### src/rtl/netwalk_dpl_pkg.sv
// Shared constants and state encoding for the netwalk data-plane ingress path.
package netwalk_dpl_pkg;

    localparam int IN_DATA_WIDTH      = 64;
    localparam int DPL_PKT_BIT_WIDTH  = 512;
    localparam int INGRESS_PORT_WIDTH = 32;
    localparam int PKT_LEN_WIDTH      = 16;
    localparam int DROP_CNT_WIDTH     = 16;

    // Number of receive words that fit in one classifier header.
    localparam int HDR_WORDS = DPL_PKT_BIT_WIDTH / IN_DATA_WIDTH;

    // Assembler state encoding, fixed so external monitors can decode it.
    typedef enum logic [1:0] {
        ST_IDLE    = 2'd0,
        ST_COLLECT = 2'd1,
        ST_DRAIN   = 2'd2,
        ST_PRESENT = 2'd3
    } dpl_state_t;

endpackage

### src/rtl/netwalk_eop_byte_mask.sv
// Turns an end-of-packet byte count into a keep-mask over a 64-bit word.
// Byte 0 of the word sits in [63:56]; a count of 0 or above 8 means a full word.
module netwalk_eop_byte_mask
    import netwalk_dpl_pkg::*;
(
    input  logic [3:0]               i_bytes_valid,
    output logic [IN_DATA_WIDTH-1:0] o_keep_mask,
    output logic [3:0]               o_byte_cnt
);

    logic [3:0] w_cnt;

    // Normalise the count and open one byte lane per valid byte, from the top down.
    always_comb begin
        w_cnt = 4'd8;
        if ((i_bytes_valid != 4'd0) && (i_bytes_valid <= 4'd8)) begin
            w_cnt = i_bytes_valid;
        end
        o_keep_mask = '0;
        for (int b = 0; b < 8; b++) begin
            if (4'(b) < w_cnt) begin
                o_keep_mask[IN_DATA_WIDTH-1-8*b -: 8] = 8'hFF;
            end
        end
        o_byte_cnt = w_cnt;
    end

endmodule

### src/rtl/netwalk_pkt_header_assembler.sv
// Packs the first 64 bytes of each received packet into a 512-bit header for
// the classifier, tracks packet length and counts malformed-frame events.
//
// Handshakes: on the receive side a word moves on any rising edge where
// rx_valid & rx_ready; rx_ready is registered and is low only in PRESENT (and
// during reset). On the classifier side the header is offered while
// pkt_header_ready is high and is consumed on the edge where
// pkt_header_accept is also high; header, port and length hold until then.
module netwalk_pkt_header_assembler
    import netwalk_dpl_pkg::*;
(
    input  logic                          clk,
    input  logic                          reset,
    input  logic                          rx_valid,
    output logic                          rx_ready,
    input  logic [IN_DATA_WIDTH-1:0]      rx_data,
    input  logic                          rx_sop,
    input  logic                          rx_eop,
    input  logic [3:0]                    rx_bytes_valid,
    input  logic [INGRESS_PORT_WIDTH-1:0] rx_ingress_port,
    output logic                          pkt_header_ready,
    input  logic                          pkt_header_accept,
    output logic [DPL_PKT_BIT_WIDTH-1:0]  pkt_header_data,
    output logic [INGRESS_PORT_WIDTH-1:0] pkt_ingress_port,
    output logic [PKT_LEN_WIDTH-1:0]      pkt_length,
    output logic [DROP_CNT_WIDTH-1:0]     pkt_drop_count
);

    dpl_state_t                    r_state;
    logic                          r_rx_ready;
    logic                          r_hdr_ready;
    logic [DPL_PKT_BIT_WIDTH-1:0]  r_header;
    logic [INGRESS_PORT_WIDTH-1:0] r_port;
    logic [PKT_LEN_WIDTH-1:0]      r_len;
    logic [DROP_CNT_WIDTH-1:0]     r_drop;
    logic [3:0]                    r_word_cnt;

    logic [IN_DATA_WIDTH-1:0]      w_keep;
    logic [3:0]                    w_eop_cnt;
    logic [3:0]                    w_bytes;
    logic [IN_DATA_WIDTH-1:0]      w_word;
    logic                          w_xfer;
    logic [PKT_LEN_WIDTH:0]        w_len_sum;
    logic [PKT_LEN_WIDTH-1:0]      w_len_next;
    logic [DROP_CNT_WIDTH-1:0]     w_drop_next;
    logic                          w_last_slot;

    netwalk_eop_byte_mask u_eop_mask (
        .i_bytes_valid (rx_bytes_valid),
        .o_keep_mask   (w_keep),
        .o_byte_cnt    (w_eop_cnt)
    );

    // Per-word byte count, masked data and saturating counter updates.
    always_comb begin
        w_xfer      = rx_valid & r_rx_ready;
        w_bytes     = rx_eop ? w_eop_cnt : 4'd8;
        w_word      = rx_eop ? (rx_data & w_keep) : rx_data;
        w_len_sum   = {1'b0, r_len} + (PKT_LEN_WIDTH+1)'(w_bytes);
        w_len_next  = w_len_sum[PKT_LEN_WIDTH] ? '1 : w_len_sum[PKT_LEN_WIDTH-1:0];
        w_drop_next = (r_drop == '1) ? r_drop : r_drop + 1'b1;
        w_last_slot = (r_word_cnt == 4'(HDR_WORDS - 1));
    end

    // Assembler FSM; every output is a register written here.
    always_ff @(posedge clk) begin
        if (reset) begin
            r_state     <= ST_IDLE;
            r_rx_ready  <= 1'b0;
            r_hdr_ready <= 1'b0;
            r_header    <= '0;
            r_port      <= '0;
            r_len       <= '0;
            r_drop      <= '0;
            r_word_cnt  <= '0;
        end else begin
            case (r_state)
                ST_PRESENT: begin
                    r_rx_ready <= 1'b0;
                    if (pkt_header_accept) begin
                        r_state     <= ST_IDLE;
                        r_hdr_ready <= 1'b0;
                        r_rx_ready  <= 1'b1;
                    end
                end
                default: begin
                    r_rx_ready <= 1'b1;
                    if (w_xfer) begin
                        if (rx_sop) begin
                            // A sop outside IDLE means the previous packet never ended.
                            if (r_state != ST_IDLE) begin
                                r_drop <= w_drop_next;
                            end
                            r_header   <= {w_word, {(DPL_PKT_BIT_WIDTH-IN_DATA_WIDTH){1'b0}}};
                            r_word_cnt <= 4'd1;
                            r_port     <= rx_ingress_port;
                            r_len      <= PKT_LEN_WIDTH'(w_bytes);
                            r_state    <= ST_COLLECT;
                        end else if (r_state == ST_IDLE) begin
                            r_drop <= w_drop_next;
                        end else begin
                            r_len <= w_len_next;
                            if (r_state == ST_COLLECT) begin
                                for (int k = 1; k < HDR_WORDS; k++) begin
                                    if (r_word_cnt == 4'(k)) begin
                                        r_header[DPL_PKT_BIT_WIDTH-1-IN_DATA_WIDTH*k -: IN_DATA_WIDTH] <= w_word;
                                    end
                                end
                                r_word_cnt <= r_word_cnt + 4'd1;
                                if (w_last_slot) begin
                                    r_state <= ST_DRAIN;
                                end
                            end
                        end
                        // eop closes the packet whichever state it arrived in.
                        if (rx_eop && (rx_sop || (r_state != ST_IDLE))) begin
                            r_state     <= ST_PRESENT;
                            r_hdr_ready <= 1'b1;
                            r_rx_ready  <= 1'b0;
                        end
                    end
                end
            endcase
        end
    end

    assign rx_ready         = r_rx_ready;
    assign pkt_header_ready = r_hdr_ready;
    assign pkt_header_data  = r_header;
    assign pkt_ingress_port = r_port;
    assign pkt_length       = r_len;
    assign pkt_drop_count   = r_drop;

endmodule
### config.mk
export PLATFORM = sky130hd
export DESIGN_NAME = netwalk_pkt_header_assembler
export DESIGN_NICKNAME = d
export VERILOG_FILES = /design/src/rtl/netwalk_dpl_pkg.sv /design/src/rtl/netwalk_eop_byte_mask.sv /design/src/rtl/netwalk_pkt_header_assembler.sv
export SDC_FILE = /design/constraint.sdc
export NUM_CORES = 1
export LEC_CHECK = 0
export BUFFER_PORTS_ARGS = -buffer_cell sky130_fd_sc_hd__clkbuf_2
export CORE_AREA = 2 2 262 264
export CTS_CLUSTER_SIZE = 10
export DETAILED_ROUTE_END_ITERATION = 8
export DIE_AREA = 0 0 264 266
export PLACE_DENSITY = 0.66
export SLEW_MARGIN = 20
export SYNTH_ARGS = -nofsm -noshare
export SYNTH_HDL_FRONTEND = slang
export SYNTH_SLANG_ARGS = --single-unit
### constraint.sdc
create_clock -name clk -period 2.8 [get_ports clk]
set_clock_uncertainty 0.05 [all_clocks]
set_input_delay 0.84 -clock clk [delete_from_list [all_inputs] [get_ports clk]]
set_output_delay 0.84 -clock clk [all_outputs]
set_load 0.01 [all_outputs]
# [Word-level counts from Yosys, hierarchy flattened]
# Cells that the tools add are included.
[classes] n_addsub=3 magnitude_cmp=9 n_eq_ne=14 mux=47 n_bitwise=3 reduce_logical=32
[op_table] operator="two-way mux 448 bit" n=3
[op_table] operator="two-way mux 64 bit" n=8
[op_table] operator="two-way mux 16 bit" n=7
[op_table] operator="bitwise AND 64 bit" n=1
[op_table] operator="two-way mux 8 bit" n=8
[op_table] operator="AND reduction 5 bit" n=8
[op_table] operator="nonzero test 2 bit" n=12
[op_table] operator="two-way mux 4 bit" n=5
[op_table] operator="adder 16 x 4 -> 17 bit" n=1
[op_table] operator="adder 16 x 1 -> 16 bit, second input constant" n=1
[op_table] operator="equality test 16 bit, second input constant" n=1
[op_table] operator="equality test 4 x 3 -> 1 bit, second input constant" n=4
[op_table] operator="less-than comparator 3 x 4 -> 1 bit, first input constant" n=4
[op_table] operator="two-way mux 2 bit" n=8
[op_table] operator="nonzero test 4 bit" n=3
[op_table] operator="AND reduction 3 bit" n=3
[op_table] operator="equality test 4 x 2 -> 1 bit, second input constant" n=2
[op_table] operator="less-than comparator 1 x 4 -> 1 bit, first input constant" n=2
[op_table] operator="less-than comparator 2 x 4 -> 1 bit, first input constant" n=2
[op_table] operator="two-way mux 1 bit" n=8
[op_table] operator="AND reduction 4 bit" n=2
[op_table] operator="adder 4 x 1 -> 4 bit, second input constant" n=1
[op_table] operator="equality test 4 x 1 -> 1 bit, second input constant" n=1
[op_table] operator="less-or-equal comparator 4 bit, second input constant" n=1
[op_table] operator="other kinds (10)" n=12
[word_totals] regBits=584 inputBits=106 elab_cells=123

# [Longest topological paths before layout]
# Gate-level depths: netlist of the first run.
[logic_depth] ltp_word=11 mapped_depth=11

# [Hierarchy]
# A second synthesis of the first run with hierarchy kept.
[hier_totals] hier_cells=2911 area_unflattened_um2=22554.1
[modules_own_cells] mod="netwalk_pkt_header_assembler" instances=1 cells_per_inst=2836 area_per_inst_um2=22013.6 seq_area_each_um2=11691.2
[modules_own_cells] mod="netwalk_eop_byte_mask" instances=1 cells_per_inst=75 area_per_inst_um2=540.5 seq_area_each_um2=0.0

# [Least setup slack after synthesis of the first run]
# OpenSTA, ideal clock, no wires.
[synth_timing] path_type="input -> register" start="input port rx_bytes_valid[1]" end="register r_len[12] (netlist: pkt_length[12])" setup_time_ps=132 arrival_ps=2836 t_required_ps=2618 setup_slack_ps=-217 path_stages=10 n_path_buf=1 cell_sequence="or3_4 > and2_1 > buf_2 > inv_1 > ha_1 > a211o_1 > o211ai_1 > or4_1 > a21oi_1 > nor3_1"
[synth_via] elab_chain_len=8 elab_cells_between_ends=9
[synth_rtl] element="start: declaration" line_no="netwalk_pkt_header_assembler.sv:19" rtl="input logic [3:0] rx_bytes_valid,"
[synth_rtl] element="less-or-equal comparator 4 bit or nonzero test 4 bit (tied branches)" line_no="netwalk_eop_byte_mask.sv:16" rtl="if ((i_bytes_valid != 4'd0) && (i_bytes_valid <= 4'd8)) begin"
[synth_rtl] element="logical AND 1 bit" line_no="netwalk_eop_byte_mask.sv:16"
[synth_rtl] element="two-way mux 4 bit (*)" line_no="netwalk_eop_byte_mask.sv:16"
[synth_rtl] element="two-way mux 4 bit (*)" line_no="netwalk_pkt_header_assembler.sv:57" rtl="w_bytes = rx_eop ? w_eop_cnt : 4'd8;"
[synth_rtl] element="adder 16 x 4 -> 17 bit (*)" line_no="netwalk_pkt_header_assembler.sv:59" rtl="w_len_sum = {1'b0, r_len} + (PKT_LEN_WIDTH+1)'(w_bytes);"
[synth_rtl] element="two-way mux 16 bit (*)" line_no="netwalk_pkt_header_assembler.sv:60" rtl="w_len_next = w_len_sum[PKT_LEN_WIDTH] ? '1 : w_len_sum[PKT_LEN_WIDTH-1:0];"
[synth_rtl] element="two-way mux 16 bit (*)" line_no="netwalk_pkt_header_assembler.sv:99" rtl="end else if (r_state == ST_IDLE) begin"
[synth_rtl] element="two-way mux 16 bit (*)" line_no="netwalk_pkt_header_assembler.sv:89" rtl="if (rx_sop) begin"
[synth_rtl] element="end signal: assignment" line_no="netwalk_pkt_header_assembler.sv:97" rtl="r_len <= PKT_LEN_WIDTH'(w_bytes);"
[synth_rtl] element="end signal: assignment" line_no="netwalk_pkt_header_assembler.sv:102" rtl="r_len <= w_len_next;"
[synth_rtl] element="end: declaration" line_no="netwalk_pkt_header_assembler.sv:34" rtl="logic [PKT_LEN_WIDTH-1:0] r_len;"
# Every way passes the cells marked *; elsewhere a longest branch is shown, timed or not. The select of a mux whose other input is x is not followed.
# A chain may end at the register's enable or synchronous reset.

# [Worst setup path in the final report of the first run]
[layout_timing] start="input port rx_eop" end="register r_len[3] (netlist: pkt_length[3])"
[layout_via] elab_chain_len=5
[layout_rtl] element="start: declaration" line_no="netwalk_pkt_header_assembler.sv:18" rtl="input logic rx_eop,"
[layout_rtl] element="two-way mux 4 bit (*)" line_no="netwalk_pkt_header_assembler.sv:57"
[layout_rtl] element="adder 16 x 4 -> 17 bit" line_no="netwalk_pkt_header_assembler.sv:59"
[layout_rtl] element="two-way mux 16 bit" line_no="netwalk_pkt_header_assembler.sv:60"
[layout_rtl] element="two-way mux 16 bit" line_no="netwalk_pkt_header_assembler.sv:99"
[layout_rtl] element="two-way mux 16 bit (*)" line_no="netwalk_pkt_header_assembler.sv:89"
# Marked as above.

==> results of run 1 <==
-- cells by family (layout without fill, tap and decap cells) --
kind of cell    Yosys count  after routing  synth area share
compound gates          635            635             0.159
mux                       3              3           0.00139
fa+ha+maj                10             10           0.00591
buf+inv                 302            927            0.0612
simple gates           1133           1133             0.248
xor+xnor                  8              8           0.00312
flops                   584            584             0.521
other cells               0              1                 0
-- sequential cells by signal, indices dropped and copies added, names as in the netlist --
| register | flops |
|---|---|
| rx_ready | 1 |
| pkt_length | 16 |
| pkt_ingress_port | 32 |
| r_state | 2 |
| pkt_drop_count | 16 |
| pkt_header_ready | 1 |
| r_word_cnt | 4 |
| pkt_header_data | 512 |
-- synthesized netlist by cell type, types with 9 or more instances --
cell type | n | area, um^2
buf_2 | 84 | 420
clkbuf_1 | 177 | 664
dfxtp_1 | 584 | 11700
o21ai_0 | 60 | 300
a21oi_1 | 378 | 1890
and2_1 | 28 | 175
nor2_1 | 176 | 661
nor3_1 | 14 | 70.1
o21ai_1 | 48 | 240
a22oi_1 | 57 | 428
a31oi_1 | 56 | 350
buf_4 | 20 | 150
nand3_1 | 391 | 1960
inv_1 | 10 | 37.5
or4_1 | 9 | 67.6
or3_1 | 9 | 56.3
nand2_1 | 354 | 1330
ha_1 | 9 | 113
and3_1 | 11 | 68.8
nand4b_1 | 96 | 841
-- worst max path at each step --
| stage | depth (start not counted) | slack [ns] | to |
|---|---|---|---|
| 6_report | 12 | 0.06 | pkt_length[3]$_SDFFE_PP0P_ |
| 3_5_place_dp | 12 | -0.54 | pkt_length[3]$_SDFFE_PP0P_ |
| 4_1_cts | 12 | 0.16 | pkt_length[3]$_SDFFE_PP0P_ |
| 5_1_grt | 12 | 0.008 | pkt_length[3]$_SDFFE_PP0P_ |
| 3_3_place_gp | 12 | -0.39 | pkt_length[3]$_SDFFE_PP0P_ |
| 2_1_floorplan | 10 | -0.03 | pkt_length[14]$_SDFFE_PP0P_ |
-- cell usage in the layout, fill, tap and decap left out, types with 3 or more instances in the layout --
| master | Yosys | layout |
|---|---|---|
| nand4b_1 | 96 | 96 |
| buf_4 | 20 | 93 |
| and4_1 | 4 | 4 |
| nor2_2 | 4 | 5 |
| a22oi_1 | 57 | 57 |
| nand2_1 | 354 | 353 |
| or3_1 | 9 | 9 |
| nor2b_1 | 8 | 7 |
| or4_1 | 9 | 9 |
| nand4_1 | 4 | 4 |
| ha_1 | 9 | 7 |
| o21ai_1 | 48 | 48 |
| clkbuf_16 | 0 | 71 |
| a21oi_1 | 378 | 378 |
| inv_6 | 0 | 4 |
| o21a_1 | 3 | 3 |
| nor2_1 | 176 | 173 |
| o31ai_1 | 7 | 7 |
| clkbuf_1 | 177 | 7 |
| a31oi_1 | 56 | 56 |
| and2_1 | 28 | 27 |
| or2_0 | 6 | 6 |
| nand3_1 | 391 | 389 |
| nor4_1 | 4 | 4 |
| clkbuf_8 | 0 | 3 |
| nand2b_1 | 3 | 3 |
| buf_12 | 0 | 49 |
| xor2_1 | 7 | 7 |
| nand2_2 | 2 | 3 |
| inv_1 | 10 | 8 |
| o21ai_0 | 60 | 60 |
| and3_1 | 11 | 5 |
| and3_2 | 0 | 6 |
| clkbuf_2 | 0 | 682 |
| nor3_1 | 14 | 14 |
| dfxtp_1 | 584 | 584 |
| o2111ai_4 | 1 | 6 |
-- routing by layer --
layer / global-route usage / routed length (um)
met4: 0.102 / 3490
met5: 0 / 29
met2: 0.401 / 42500
met3: 0.0554 / 7140
met1: 0.309 / 36900
-- critical path, cell delays in order --
cell       delay (ns)
clkbuf_2         0.09
nor2b_1          0.23
buf_4            0.18
nand2_2          0.06
inv_2            0.06
ha_4             0.13
fa_2             0.21
a211o_1          0.14
o211ai_1         0.26
nor3_4           0.44
nor4_1           0.09
a2111oi_0        0.44
-- layout make-up --
type,instances,share of cell area
sequential,584,0.396
timing repair buffer,825,0.173
antenna,1,0.0000849
multi-input combinational,1789,0.323
inverter,10,0.00127
clock buffer,81,0.0625
clock inverter,11,0.00590
tap,882,0.0374
-- power breakdown --
group | internal, mW | leakage, nW | switching, mW | total, mW
Clock | 4.85 | 0.983 | 3.54 | 8.38
Combinational | 0.397 | 6.07 | 0.801 | 1.20
Sequential | 8.39 | 4.71 | 0.0465 | 8.43
Total | 13.6 | 11.8 | 4.38 | 18.0
-- metrics by stage --
| stage | total power [mW] | util | hold WS (ns) | worst slack [ns] | instance area [um^2] |
|---|---|---|---|---|---|
| after floorplan | 9.20 | - | 0.431 | -0.0324 | 22500 |
| after global placement | 9.80 | 0.405 | 0.392 | -0.394 | 27500 |
| after detailed placement | 9.80 | 0.405 | 0.393 | -0.539 | 27500 |
| after CTS | 18.2 | 0.435 | 0.360 | 0.159 | 29500 |
| after global routing | 18.6 | 0.435 | 0.393 | 0.00807 | 29500 |
| final | 18.0 | 0.435 | 0.401 | 0.0568 | 29500 |
==> results.cfg, run 1 <==
[final_layout]
final.fill_count = 6772
instances_no_fill = 4183
drive_above_1_share = 0.289
final-seq-area_um2 = 11700
nNetsFinal = 3397
multiInputGateArea_um2 = 9530
syn_to_final_growth_pct = 31.4

[critical_path]
cp-end-kind = flop
cp_data_required_time_ns = 3.22
crit_arrival_ns = 3.16
r2r_cells = 7
reg2reg_slack_ns = 0.36
crit_type = in2reg
cp-start-kind = input port
startpoint = rx_eop
reg2reg_to = pkt_length[3]$_SDFFE_PP0P_
crit_path_max_fanout = 9
worstReg2RegStart = pkt_length[0]$_SDFFE_PP0P_

[hold_path]
min_to = pkt_header_data[35]$_SDFFE_PP0P_
hold_path_class = reg2reg
holdCritStartpoint = pkt_header_data[35]$_SDFFE_PP0P_
hold_depth = 2

[floorplanning]
fp.dieW_um = 264
fp.dieH_um = 266
die_area_um2 = 70200
start_util = 0.331
pin_count = 684
rows = 96
core-area_um2 = 67700

[grt]
gr-total-overflow = 0
grt_pass1_wl_um = 133000
track_usage = 0.244
grt_pass1_vias = 20900
antenna_found_initial = 2
grt_max_degree = 167

[routing]
vias = 22700
dr.first_iter.drc_count = 2066
via_per_inst = 5.43
ant_nets = 0
dr.pass1.iters = 5
routedWlPerCell_um = 21.5
drc = 0
routed_wl_um = 90000

[logic_synthesis]
syn_nets = 2791
synth_edf_count = 0
ys_ff_latch = 584
async_flop_share = 0
syn_area_um2 = 22400
synth.distinct_cells = 62
synth_area_per_cell_um2 = 8.39
yosys_warnings = 0
ys.flop_type = dfxtp_1
ys_seq_area_frac = 0.521
syn-instance-count = 2675

[sta]
finalMaxSlewViolations = 0
final_hold_viol_count = 0
fin_setup_tns_ns = 0
fin_crit_sh = 0.980
relSlewSlack = 0.371
rsz0062_at_grt = no
fin_crit_ns = 2.74
tightestPinTransition_ns = 0.944
setup_viol = 0
fmax_ghz = 0.365

[job]
drv_cap = 0

[place]
port_buffers = 683
place_inst = 4090
place.gp.congestion = 0.846
dp_hpwl_um = 61500

[cts]
cts_resized = 0
clk_pin_slew_ns = 0.07
ctsLongestPathBuffers = 3
post_cts_buffers = 0
cts_tree = yes
cts.sinks = 584
h-tree-depth = 3
postCtsHoldBufs = 0
cts_buffers = 71
clockRootBuffer = clkbuf_16
clock_latency_ns = 0.61

[pwr]
vdd_drop_max_v = 0.000398
p_leak_nw = 11.8
power.density_nw_per_um2 = 611

[outcome]
status = completed
(Power assumes the default switching activity.)
==> inputs of run 2 (changes only) <==
MAX_ROUTING_LAYER = met4   (was unset)
==> run 2 against run 1 <==
  * Clock power barely moved
  * Fmax increased by 2.5%
  * Final cell count is essentially flat
  * Count of clock-buffer cells in the layout is the same
  * Critical endpoint unchanged
  * Largest cell class unchanged
==> results.cfg, run 2 (same netlist as run 1, synthesis figures left out) <==
[cts]
cts.sinks = 584
post_cts_buffers = 0
ctsLongestPathBuffers = 3
clk_pin_slew_ns = 0.07
h-tree-depth = 3
clockRootBuffer = clkbuf_16
postCtsHoldBufs = 0
cts_tree = yes
cts_buffers = 71
clock_latency_ns = 0.61
cts_resized = 0

[critical_path]
worstReg2RegStart = pkt_length[0]$_SDFFE_PP0P_
startpoint = rx_eop
cp.depth = 12
critPathSlowestCell = nor3_4
crit_type = in2reg
cp-start-kind = input port
r2r_cells = 7
worst_path_largest_cell_delay_ns = 0.44
crit_arrival_ns = 3.10
crit_path_max_fanout = 9
cp_data_required_time_ns = 3.23
cp-end-kind = flop
critPathBufInv = 3
crit_chain = clkbuf_2, nor2b_1, buf_4, nand2_2, inv_2, ha_4, fa_2, a211o_1, o211ai_1, nor3_4, nor4_1, a2111oi_0
critical-path-top-delay-family = simple AND/OR/NAND/NOR gates

[hold_path]
hold_depth = 2
holdCritStartpoint = pkt_header_data[35]$_SDFFE_PP0P_
hold_path_class = reg2reg

[routing]
wl_met2_um = 42400
dr.first_iter.drc_count = 2099
highest_layer = met4
dr.pass1.iters = 5
routed_wl_um = 90000
via_per_inst = 5.41
routedWlPerCell_um = 21.5
ant_nets = 0
wl_met1_um = 36800
met3WireLength_um = 7290
drc = 0
vias = 22600

[sta]
fmax_ghz = 0.374
worst_slack_ns = 0.124
tightestPinTransition_ns = 0.967
setup_viol = 0
rsz0062_at_grt = no
relSlewSlack = 0.355
final_hold_viol_count = 0
fin_crit_ns = 2.68
fin_crit_sh = 0.956
finalMaxSlewViolations = 0

[pwr]
fin_total_pwr_mw = 18.0
p_leak_nw = 11.8
power.density_nw_per_um2 = 611
vdd_drop_max_v = 0.000406

[floorplanning]
start_util = 0.331
rows = 96
fp.dieH_um = 266
pin_count = 684
die_area_um2 = 70200
fp.dieW_um = 264
core-area_um2 = 67700

[final_layout]
layout_common_cells = 682 x clkbuf_2, 584 x dfxtp_1, 389 x nand3_1
nNetsFinal = 3397
fin_util = 0.435
drive_above_1_share = 0.289
final_common_cell = clkbuf_2
instances_no_fill = 4184
largest_reg_flops = 512
syn_to_final_growth_pct = 31.4

[place]
dp_hpwl_um = 61500
place_inst = 4090
place.gp.congestion = 0.860
place_ws_ns = -0.539
port_buffers = 683

[grt]
antenna_found_initial = 2
grt_pass1_wl_um = 133000
gr-total-overflow = 0
grt_max_degree = 167
track_usage = 0.251
grt_pass1_vias = 20900

[outcome]
status = completed

[job]
drv_cap = 0
[run 2: layout make-up]
type	count	area, um^2
fillers	6772	38300
flip-flops and latches	584	11700
multi-input cells	1789	9530
repair buffers	825	5110
clock buffers	81	1840
well taps	882	1100
clock inverters	11	174
inverters	10	37.5
diodes	2	5.00
[run 2: path summary, 6_finish.rpt]
kind / end / slack [ns]
setup reg to reg: pkt_length[3]$_SDFFE_PP0P_ / 0.42
setup / recovery: pkt_length[3]$_SDFFE_PP0P_ / 0.12
hold / removal: pkt_header_data[35]$_SDFFE_PP0P_ / 0.40
hold reg to reg: pkt_header_data[35]$_SDFFE_PP0P_ / 0.40
[run 2: worst register-to-register path: stages, from the launching register on]
cell and delay (ns):
dfxtp_1 0.49, ha_4 0.20, fa_2 0.21, a211o_1 0.14, o211ai_1 0.26, nor3_4 0.44, nor4_1 0.08, a2111oi_0 0.39
[run 2: report_power, final]
group | total (mW) | leakage (nW) | internal [mW] | switching (mW)
combinational | 1.20 | 6.07 | 0.397 | 0.798
sequential | 8.43 | 4.71 | 8.39 | 0.0465
clock | 8.39 | 0.983 | 4.85 | 3.54
[run 2: layer usage]
layer  vias up  GRT usage
met1     10800      0.312
met2      1100      0.401
met5         -          -
met4         0      0.101
met3       197     0.0520
li1      10500          -
[run 2: through the flow]
step / TNS [ns] / hold WS, ns / instance area [um^2]
finish: 0 / 0.399 / 29500
global route: 0 / 0.393 / 29500
CTS: 0 / 0.360 / 29500
floorplan: -0.0803 / 0.431 / 22500
global placement: -4.06 / 0.392 / 27500
detailed placement: -4.33 / 0.393 / 27500
